$ cat src/rtl/rv_pkg.sv
// Shared core definitions: opcodes, control word, ID/EX register image and operand-use helpers.
package rv_pkg;

  localparam int XLEN = 32;

  localparam logic [6:0] OP_R      = 7'b0110011;
  localparam logic [6:0] OP_I      = 7'b0010011;
  localparam logic [6:0] OP_LOAD   = 7'b0000011;
  localparam logic [6:0] OP_STORE  = 7'b0100011;
  localparam logic [6:0] OP_BRANCH = 7'b1100011;
  localparam logic [6:0] OP_JALR   = 7'b1100111;

  typedef struct packed {
    logic [3:0] alu_select;
    logic       reg_write_en;
    logic       bsel;
    logic       asel;
    logic       dm_write_en;
    logic [1:0] wbsel;
  } ctrl_word_t;

  localparam ctrl_word_t BUBBLE_CTRL = '0;

  typedef struct packed {
    logic [6:0]      opcode;
    logic [2:0]      funct3;
    ctrl_word_t      ctrl;
    logic [XLEN-1:0] pc;
    logic [XLEN-1:0] rs1_data;
    logic [XLEN-1:0] rs2_data;
    logic [XLEN-1:0] imm;
    logic [4:0]      rs1;
    logic [4:0]      rs2;
    logic [4:0]      rd;
    logic            valid;
  } stage_t;

  localparam stage_t BUBBLE_STAGE = '{ctrl: BUBBLE_CTRL, default: '0};

  function automatic logic uses_rs1(input logic [6:0] op);
    return op inside {OP_R, OP_I, OP_LOAD, OP_STORE, OP_BRANCH, OP_JALR};
  endfunction

  function automatic logic uses_rs2(input logic [6:0] op);
    return op inside {OP_R, OP_STORE, OP_BRANCH};
  endfunction

endpackage

$ cat src/rtl/id_ex_stage_if.sv
// ID-side inputs, EX-side register outputs and hazard/flush controls of the ID/EX stage.
interface id_ex_stage_if;
  import rv_pkg::*;

  logic [6:0]      id_opcode;
  logic [2:0]      id_funct3;
  logic [3:0]      id_alu_select;
  logic            id_reg_write_en;
  logic            id_bsel;
  logic            id_asel;
  logic            id_dm_write_en;
  logic [1:0]      id_wbsel;
  logic [XLEN-1:0] id_pc;
  logic [XLEN-1:0] id_rs1_data;
  logic [XLEN-1:0] id_rs2_data;
  logic [XLEN-1:0] id_imm;
  logic [4:0]      id_rs1;
  logic [4:0]      id_rs2;
  logic [4:0]      id_rd;
  logic            pc_sel_ex;

  logic [6:0]      ex_opcode;
  logic [2:0]      ex_funct3;
  logic [3:0]      ex_alu_select;
  logic            ex_reg_write_en;
  logic            ex_bsel;
  logic            ex_asel;
  logic            ex_dm_write_en;
  logic [1:0]      ex_wbsel;
  logic [XLEN-1:0] ex_pc;
  logic [XLEN-1:0] ex_rs1_data;
  logic [XLEN-1:0] ex_rs2_data;
  logic [XLEN-1:0] ex_imm;
  logic [4:0]      ex_rs1;
  logic [4:0]      ex_rs2;
  logic [4:0]      ex_rd;
  logic            ex_valid;
  logic            stall;
  logic            flush_if_id;

  modport master (
    output id_opcode, id_funct3, id_alu_select, id_reg_write_en, id_bsel, id_asel,
           id_dm_write_en, id_wbsel, id_pc, id_rs1_data, id_rs2_data, id_imm,
           id_rs1, id_rs2, id_rd, pc_sel_ex,
    input  ex_opcode, ex_funct3, ex_alu_select, ex_reg_write_en, ex_bsel, ex_asel,
           ex_dm_write_en, ex_wbsel, ex_pc, ex_rs1_data, ex_rs2_data, ex_imm,
           ex_rs1, ex_rs2, ex_rd, ex_valid, stall, flush_if_id
  );

  modport slave (
    input  id_opcode, id_funct3, id_alu_select, id_reg_write_en, id_bsel, id_asel,
           id_dm_write_en, id_wbsel, id_pc, id_rs1_data, id_rs2_data, id_imm,
           id_rs1, id_rs2, id_rd, pc_sel_ex,
    output ex_opcode, ex_funct3, ex_alu_select, ex_reg_write_en, ex_bsel, ex_asel,
           ex_dm_write_en, ex_wbsel, ex_pc, ex_rs1_data, ex_rs2_data, ex_imm,
           ex_rs1, ex_rs2, ex_rd, ex_valid, stall, flush_if_id
  );

endinterface

$ cat src/rtl/id_ex_stage_hazard_detect.sv
// Load-use hazard: a valid load in EX writes a register the ID instruction actually reads.
// Purely combinational, no state.
module hazard_detect
  import rv_pkg::*;
(
  input  logic [6:0] id_opcode,
  input  logic [4:0] id_rs1,
  input  logic [4:0] id_rs2,
  input  logic [6:0] ex_opcode,
  input  logic [4:0] ex_rd,
  input  logic       ex_valid,
  output logic       hazard
);

  logic load_in_ex;
  logic rs1_dep;
  logic rs2_dep;

  assign load_in_ex = ex_valid && (ex_opcode == OP_LOAD) && (ex_rd != 5'd0);
  assign rs1_dep    = uses_rs1(id_opcode) && (ex_rd == id_rs1);
  assign rs2_dep    = uses_rs2(id_opcode) && (ex_rd == id_rs2);
  assign hazard     = load_in_ex && (rs1_dep || rs2_dep);

endmodule

$ cat src/rtl/id_ex_stage.sv
// ID/EX register, 1-cycle latency; bubbles on load-use hazard or taken branch/JALR, stall/flush_if_id combinational.
// PERF_CNT_EN adds saturating stall_cnt/flush_cnt.
module id_ex_stage
  import rv_pkg::*;
(
  input  logic          clk,
  input  logic          rst_n,
  id_ex_stage_if.slave  bus
`ifdef PERF_CNT_EN
  ,
  output logic [31:0]   stall_cnt,
  output logic [31:0]   flush_cnt
`endif
);

  stage_t id_word;
  stage_t ex_q;
  logic   hazard;
  logic   stall_w;

  hazard_detect u_hazard (
    .id_opcode (bus.id_opcode),
    .id_rs1    (bus.id_rs1),
    .id_rs2    (bus.id_rs2),
    .ex_opcode (ex_q.opcode),
    .ex_rd     (ex_q.rd),
    .ex_valid  (ex_q.valid),
    .hazard    (hazard)
  );

  always_comb begin
    id_word                   = BUBBLE_STAGE;
    id_word.opcode            = bus.id_opcode;
    id_word.funct3            = bus.id_funct3;
    id_word.ctrl.alu_select   = bus.id_alu_select;
    id_word.ctrl.reg_write_en = bus.id_reg_write_en;
    id_word.ctrl.bsel         = bus.id_bsel;
    id_word.ctrl.asel         = bus.id_asel;
    id_word.ctrl.dm_write_en  = bus.id_dm_write_en;
    id_word.ctrl.wbsel        = bus.id_wbsel;
    id_word.pc                = bus.id_pc;
    id_word.rs1_data          = bus.id_rs1_data;
    id_word.rs2_data          = bus.id_rs2_data;
    id_word.imm               = bus.id_imm;
    id_word.rs1               = bus.id_rs1;
    id_word.rs2               = bus.id_rs2;
    id_word.rd                = bus.id_rd;
    id_word.valid             = 1'b1;
  end

  // A taken branch squashes the ID instruction anyway, so it must not also hold the PC.
  assign stall_w = hazard && !bus.pc_sel_ex;

  always_ff @(posedge clk or negedge rst_n) begin
    if (!rst_n) begin
      ex_q <= BUBBLE_STAGE;
    end else if (bus.pc_sel_ex || hazard) begin
      ex_q <= BUBBLE_STAGE;
    end else begin
      ex_q <= id_word;
    end
  end

  assign bus.stall           = stall_w;
  assign bus.flush_if_id     = bus.pc_sel_ex;
  assign bus.ex_opcode       = ex_q.opcode;
  assign bus.ex_funct3       = ex_q.funct3;
  assign bus.ex_alu_select   = ex_q.ctrl.alu_select;
  assign bus.ex_reg_write_en = ex_q.ctrl.reg_write_en;
  assign bus.ex_bsel         = ex_q.ctrl.bsel;
  assign bus.ex_asel         = ex_q.ctrl.asel;
  assign bus.ex_dm_write_en  = ex_q.ctrl.dm_write_en;
  assign bus.ex_wbsel        = ex_q.ctrl.wbsel;
  assign bus.ex_pc           = ex_q.pc;
  assign bus.ex_rs1_data     = ex_q.rs1_data;
  assign bus.ex_rs2_data     = ex_q.rs2_data;
  assign bus.ex_imm          = ex_q.imm;
  assign bus.ex_rs1          = ex_q.rs1;
  assign bus.ex_rs2          = ex_q.rs2;
  assign bus.ex_rd           = ex_q.rd;
  assign bus.ex_valid        = ex_q.valid;

`ifdef PERF_CNT_EN
  always_ff @(posedge clk or negedge rst_n) begin
    if (!rst_n) begin
      stall_cnt <= '0;
      flush_cnt <= '0;
    end else begin
      if (stall_w && (stall_cnt != 32'hFFFF_FFFF)) begin
        stall_cnt <= stall_cnt + 32'd1;
      end
      if (bus.pc_sel_ex && (flush_cnt != 32'hFFFF_FFFF)) begin
        flush_cnt <= flush_cnt + 32'd1;
      end
    end
  end
`endif

endmodule

$ cat src/flat_wrapper.sv
// flat-port wrapper written by rule: the top's interface ports become plain ports
module id_ex_stage_flat import rv_pkg::*;
  (clk, rst_n, bus_id_opcode, bus_id_funct3, bus_id_alu_select, bus_id_reg_write_en, bus_id_bsel, bus_id_asel, bus_id_dm_write_en, bus_id_wbsel, bus_id_pc, bus_id_rs1_data, bus_id_rs2_data, bus_id_imm, bus_id_rs1, bus_id_rs2, bus_id_rd, bus_pc_sel_ex, bus_ex_opcode, bus_ex_funct3, bus_ex_alu_select, bus_ex_reg_write_en, bus_ex_bsel, bus_ex_asel, bus_ex_dm_write_en, bus_ex_wbsel, bus_ex_pc, bus_ex_rs1_data, bus_ex_rs2_data, bus_ex_imm, bus_ex_rs1, bus_ex_rs2, bus_ex_rd, bus_ex_valid, bus_stall, bus_flush_if_id);
  id_ex_stage_if bus_i ();
  input  logic clk;
  input  logic rst_n;
  input wire logic [$bits(bus_i.id_opcode)-1:0] bus_id_opcode;
  input wire logic [$bits(bus_i.id_funct3)-1:0] bus_id_funct3;
  input wire logic [$bits(bus_i.id_alu_select)-1:0] bus_id_alu_select;
  input wire logic [$bits(bus_i.id_reg_write_en)-1:0] bus_id_reg_write_en;
  input wire logic [$bits(bus_i.id_bsel)-1:0] bus_id_bsel;
  input wire logic [$bits(bus_i.id_asel)-1:0] bus_id_asel;
  input wire logic [$bits(bus_i.id_dm_write_en)-1:0] bus_id_dm_write_en;
  input wire logic [$bits(bus_i.id_wbsel)-1:0] bus_id_wbsel;
  input wire logic [$bits(bus_i.id_pc)-1:0] bus_id_pc;
  input wire logic [$bits(bus_i.id_rs1_data)-1:0] bus_id_rs1_data;
  input wire logic [$bits(bus_i.id_rs2_data)-1:0] bus_id_rs2_data;
  input wire logic [$bits(bus_i.id_imm)-1:0] bus_id_imm;
  input wire logic [$bits(bus_i.id_rs1)-1:0] bus_id_rs1;
  input wire logic [$bits(bus_i.id_rs2)-1:0] bus_id_rs2;
  input wire logic [$bits(bus_i.id_rd)-1:0] bus_id_rd;
  input wire logic [$bits(bus_i.pc_sel_ex)-1:0] bus_pc_sel_ex;
  output wire logic [$bits(bus_i.ex_opcode)-1:0] bus_ex_opcode;
  output wire logic [$bits(bus_i.ex_funct3)-1:0] bus_ex_funct3;
  output wire logic [$bits(bus_i.ex_alu_select)-1:0] bus_ex_alu_select;
  output wire logic [$bits(bus_i.ex_reg_write_en)-1:0] bus_ex_reg_write_en;
  output wire logic [$bits(bus_i.ex_bsel)-1:0] bus_ex_bsel;
  output wire logic [$bits(bus_i.ex_asel)-1:0] bus_ex_asel;
  output wire logic [$bits(bus_i.ex_dm_write_en)-1:0] bus_ex_dm_write_en;
  output wire logic [$bits(bus_i.ex_wbsel)-1:0] bus_ex_wbsel;
  output wire logic [$bits(bus_i.ex_pc)-1:0] bus_ex_pc;
  output wire logic [$bits(bus_i.ex_rs1_data)-1:0] bus_ex_rs1_data;
  output wire logic [$bits(bus_i.ex_rs2_data)-1:0] bus_ex_rs2_data;
  output wire logic [$bits(bus_i.ex_imm)-1:0] bus_ex_imm;
  output wire logic [$bits(bus_i.ex_rs1)-1:0] bus_ex_rs1;
  output wire logic [$bits(bus_i.ex_rs2)-1:0] bus_ex_rs2;
  output wire logic [$bits(bus_i.ex_rd)-1:0] bus_ex_rd;
  output wire logic [$bits(bus_i.ex_valid)-1:0] bus_ex_valid;
  output wire logic [$bits(bus_i.stall)-1:0] bus_stall;
  output wire logic [$bits(bus_i.flush_if_id)-1:0] bus_flush_if_id;
  assign bus_i.id_opcode = bus_id_opcode;
  assign bus_i.id_funct3 = bus_id_funct3;
  assign bus_i.id_alu_select = bus_id_alu_select;
  assign bus_i.id_reg_write_en = bus_id_reg_write_en;
  assign bus_i.id_bsel = bus_id_bsel;
  assign bus_i.id_asel = bus_id_asel;
  assign bus_i.id_dm_write_en = bus_id_dm_write_en;
  assign bus_i.id_wbsel = bus_id_wbsel;
  assign bus_i.id_pc = bus_id_pc;
  assign bus_i.id_rs1_data = bus_id_rs1_data;
  assign bus_i.id_rs2_data = bus_id_rs2_data;
  assign bus_i.id_imm = bus_id_imm;
  assign bus_i.id_rs1 = bus_id_rs1;
  assign bus_i.id_rs2 = bus_id_rs2;
  assign bus_i.id_rd = bus_id_rd;
  assign bus_i.pc_sel_ex = bus_pc_sel_ex;
  assign bus_ex_opcode = bus_i.ex_opcode;
  assign bus_ex_funct3 = bus_i.ex_funct3;
  assign bus_ex_alu_select = bus_i.ex_alu_select;
  assign bus_ex_reg_write_en = bus_i.ex_reg_write_en;
  assign bus_ex_bsel = bus_i.ex_bsel;
  assign bus_ex_asel = bus_i.ex_asel;
  assign bus_ex_dm_write_en = bus_i.ex_dm_write_en;
  assign bus_ex_wbsel = bus_i.ex_wbsel;
  assign bus_ex_pc = bus_i.ex_pc;
  assign bus_ex_rs1_data = bus_i.ex_rs1_data;
  assign bus_ex_rs2_data = bus_i.ex_rs2_data;
  assign bus_ex_imm = bus_i.ex_imm;
  assign bus_ex_rs1 = bus_i.ex_rs1;
  assign bus_ex_rs2 = bus_i.ex_rs2;
  assign bus_ex_rd = bus_i.ex_rd;
  assign bus_ex_valid = bus_i.ex_valid;
  assign bus_stall = bus_i.stall;
  assign bus_flush_if_id = bus_i.flush_if_id;
  id_ex_stage u_core (.clk(clk), .rst_n(rst_n), .bus(bus_i));
endmodule
$ cat config.mk
export PLATFORM = sky130hd
export DESIGN_NAME = id_ex_stage_flat
export DESIGN_NICKNAME = d
export VERILOG_FILES = /design/src/rtl/rv_pkg.sv /design/src/rtl/id_ex_stage_if.sv /design/src/rtl/id_ex_stage_hazard_detect.sv /design/src/rtl/id_ex_stage.sv /design/src/flat_wrapper.sv
export SDC_FILE = /design/constraint.sdc
export NUM_CORES = 1
export LEC_CHECK = 0
export CAP_MARGIN = 20
export CORE_MARGIN = 4
export CORE_UTILIZATION = 41
export CTS_BUF_LIST = sky130_fd_sc_hd__clkbuf_8
export DETAILED_ROUTE_END_ITERATION = 10
export GPL_ROUTABILITY_DRIVEN = 0
export GPL_TIMING_DRIVEN = 0
export MAX_ROUTING_LAYER = met4
export PLACE_DENSITY = 0.78
export SYNTH_ARGS = -nofsm -noshare
export SYNTH_HDL_FRONTEND = slang
export SYNTH_SLANG_ARGS = --single-unit
$ cat constraint.sdc
create_clock -name clk -period 2.2 [get_ports clk]
set_input_delay 0.22 -clock clk [delete_from_list [all_inputs] [get_ports clk]]
set_output_delay 0.22 -clock clk [all_outputs]
set_load 0.1 [all_outputs]
==> impl_metrics.tcl <==
set metrics [dict create \
    p_per_area_nw_per_um2 715 \
    placed_cell_area_um2 10100 \
    num-nets-final 1089 \
    pwr-share-comb_pct 28.1 \
    die-area_um2 18000 \
    drive_above_1_share_pct 8.65 \
    synth_cell_type_count 23 \
    synth_edf_count 0 \
    grt_pass1_wl_um 31100 \
    die_w_um 134 \
    crit_arrival_ps 2120 \
    p_leak_nw 5.27 \
    h-tree-depth 4 \
    worst_hold_startpoint "bus_pc_sel_ex" \
    holdWs_ps 129 \
    synthCells 571 \
    switching_share_pct 34.9 \
    numCtsBuffers 17 \
    post-route-period-util_pct 106 \
    synthesis.area_um2 6510 \
    start_kind "flop" \
    setup_ws_ps -142 \
    grt_use_total_pct 23.3 \
    finClkSkew_ps 14.9 \
    outcome "complete, but fails checks" \
    p_int_mw 4.98 \
    diodes 0 \
    root_buffer "clkbuf_8" \
    setup_tns_ps -142 \
    clkSlewWorstSetupHoldPaths_ps 90 \
    post-route-drc-count 0 \
    cts.sinks 164 \
    drt_iter0_markers 280 \
    drt-total-wl_um 20300 \
    min_path_type "in -> reg" \
    ioPinCount 332 \
    antenna_found_initial 0 \
    ys_seq_area_share_pct 63.0 \
    vias 5458 \
    syn_nets 737 \
    drt-pass1-iter-count 4 \
    hold_violations 0 \
    clk_path_buf_depth 2 \
    rsz0062_at_grt "true" \
    cap_violations 0 \
    dp_hpwl_um 15400 \
    grt_max_degree 97 \
    clkPwrFrac_pct 29.9 \
    synthFlopType "dfrtp_1" \
    syn_to_final_growth_pct 64.2 \
    coreArea_um2 15400 \
    cts_tree "built" \
    ant_nets 0 \
    wl_per_cell_um 17.7 \
    p_sw_mw 2.67 \
    slew_headroom_pct 30.1 \
    worst_pin_slew_ps 1050 \
    setup_violations 1 \
    p_seq_share_pct 42.0 \
    fmax_mhz 427 \
    fin_area_um2 10700 \
    timing.final.crit_period_ps 2340 \
    cp.required_ps 1980 \
    ys_warn_count 0 \
    start_util_pct 42.4 \
    ir_drop_mv 0.384 \
    ys_async_sr_fraction_pct 100 \
    fp.dieH_um 134 \
    viasPerCell 4.76 \
    end_kind "output pin" \
    crit_fanout 2 \
    gr-total-overflow 0 \
    finalMaxSlewViolations 0 \
    grt_pass1_vias 5679 \
    io_buffers 330 \
    r2r-start "u_core.bus.ex_rd[0]" \
    critPathLaunch "u_core.bus.ex_opcode[6]" \
    row_count 45 \
    yosys_register_bits 164 \
    violations "negative setup slack" \
    crit_type "reg -> out" \
    avgSynthCellArea_um2 11.4 \
    clock_latency_ps 450 \
]
placed cells by master, fill, tap and decap left out, drive strengths merged:
master	count
a21oi	163
dlymetal6s2s	45
clkinv	6
dlygate4sd3	1
nand2	2
and3b	2
inv	3
nand3	1
dlygate4sd2	24
nand2b	162
o211ai	1
bufinv	3
clkdlybuf4s50	259
dfrtp	164
clkbuf	51
nand4b	1
or4	1
o22ai	1
nor4	2
buf	27
nand4	2
nor2	2
nor2b	2
clkinvlp	1
xnor2	10
stage by stage:
| step | instances | setup WS, ps | total power [mW] | utilization (%) |
|---|---|---|---|---|
| global route | 1147 | -276 | 7.97 | 69.6 |
| floorplan | 571 | 12.1 | 4.66 | - |
| finish | 1147 | -142 | 7.65 | 69.6 |
| detailed placement | 1113 | -1170 | 5.45 | 65.9 |
| global placement | 1112 | -6520 | 5.43 | 65.7 |
| CTS | 1147 | -167 | 7.72 | 68.9 |
path summary, 6_finish.rpt:
path / endpoint / slack [ps] / cells past startpoint
worst min register to register: u_core.bus.ex_rs1[1] / 910 / 4
worst max-delay path: bus_stall / -140 / 6
worst max register to register: u_core.bus.ex_opcode[1] / 180 / 6
max in group asynchronous: u_core.bus.ex_rd[0] / 1010 / 3
worst min-delay path: u_core.bus.ex_opcode[3] / 130 / 2
min in group asynchronous: u_core.bus.ex_rs2_data[5] / 320 / 2
cells by family after synthesis:
family	synth area share, %
simple gates	17.1
compound gates	13.0
flops	63.0
buf+inv	5.59
xor+xnor	1.34
state kept, by name (all words and copies together), names as in the netlist, 2 cells and up:
| signal | cells |
|---|---|
| u_core.bus.ex_rs2 | 5 |
| u_core.bus.ex_funct3 | 3 |
| u_core.bus.ex_alu_select | 4 |
| u_core.bus.ex_rs1 | 5 |
| u_core.bus.ex_pc | 32 |
| u_core.bus.ex_rd | 5 |
| u_core.bus.ex_opcode | 7 |
| u_core.bus.ex_rs2_data | 32 |
| u_core.bus.ex_imm | 32 |
| u_core.bus.ex_wbsel | 2 |
| u_core.bus.ex_rs1_data | 32 |
metal layers:
layer  share of wire (%)  global-route usage, %
met5                   0                      -
met4                 3.2                   8.82
met3                 8.5                   7.99
met2                  50                   38.8
met1                  38                   26.1
power groups by stage:
| stage | registers (mW) | logic, mW | clock network [mW] |
|---|---|---|---|
| after detailed placement | 3.28 | 2.17 | 0 |
| after floorplan | 4.42 | 0.243 | 0 |
| after global routing | 3.23 | 2.24 | 2.50 |
| after global placement | 3.28 | 2.15 | 0 |
| after CTS | 3.22 | 2.17 | 2.34 |
| final | 3.22 | 2.15 | 2.29 |
critical path, stage by stage, from the launching register on:
cell	delay [ps]
dfrtp_2	430
nor4_4	300
nand4_1	180
nor4_4	230
buf_6	160
and3b_4	200
buf_12	170
repair_timing:
item                       4_1_cts  5_1_grt
hold buffers                     1        0
hold endpoints to repair        68        0
buffers inserted                 1        0
pin swaps                        4        0
resized for setup               41       45
setup endpoints to repair       25       46
synth_stat cells, types with 2 or more instances:
cell type / number / area share (%)
a21oi_1: 158 / 12
a21oi_2: 5 / 0.67
and3b_1: 2 / 0.27
buf_2: 7 / 0.54
buf_6: 14 / 2.4
clkbuf_1: 28 / 1.6
clkbuf_8: 4 / 0.84
dfrtp_1: 164 / 63
nand2_1: 2 / 0.12
nand2b_1: 162 / 16
nand4_1: 2 / 0.19
nor2_1: 2 / 0.12
nor2b_1: 2 / 0.19
xnor2_1: 10 / 1.3
layout make-up:
type / count / area [um^2]
Buffer: 55 / 368
Clock buffer: 19 / 262
Clock inverter: 13 / 159
Fill cell: 1161 / 4670
Multi-Input combinational cell: 352 / 2090
Sequential cell: 164 / 4120
Tap cell: 211 / 264
Timing Repair Buffer: 333 / 3450
Note: power is estimated with default switching activity, not from simulation.
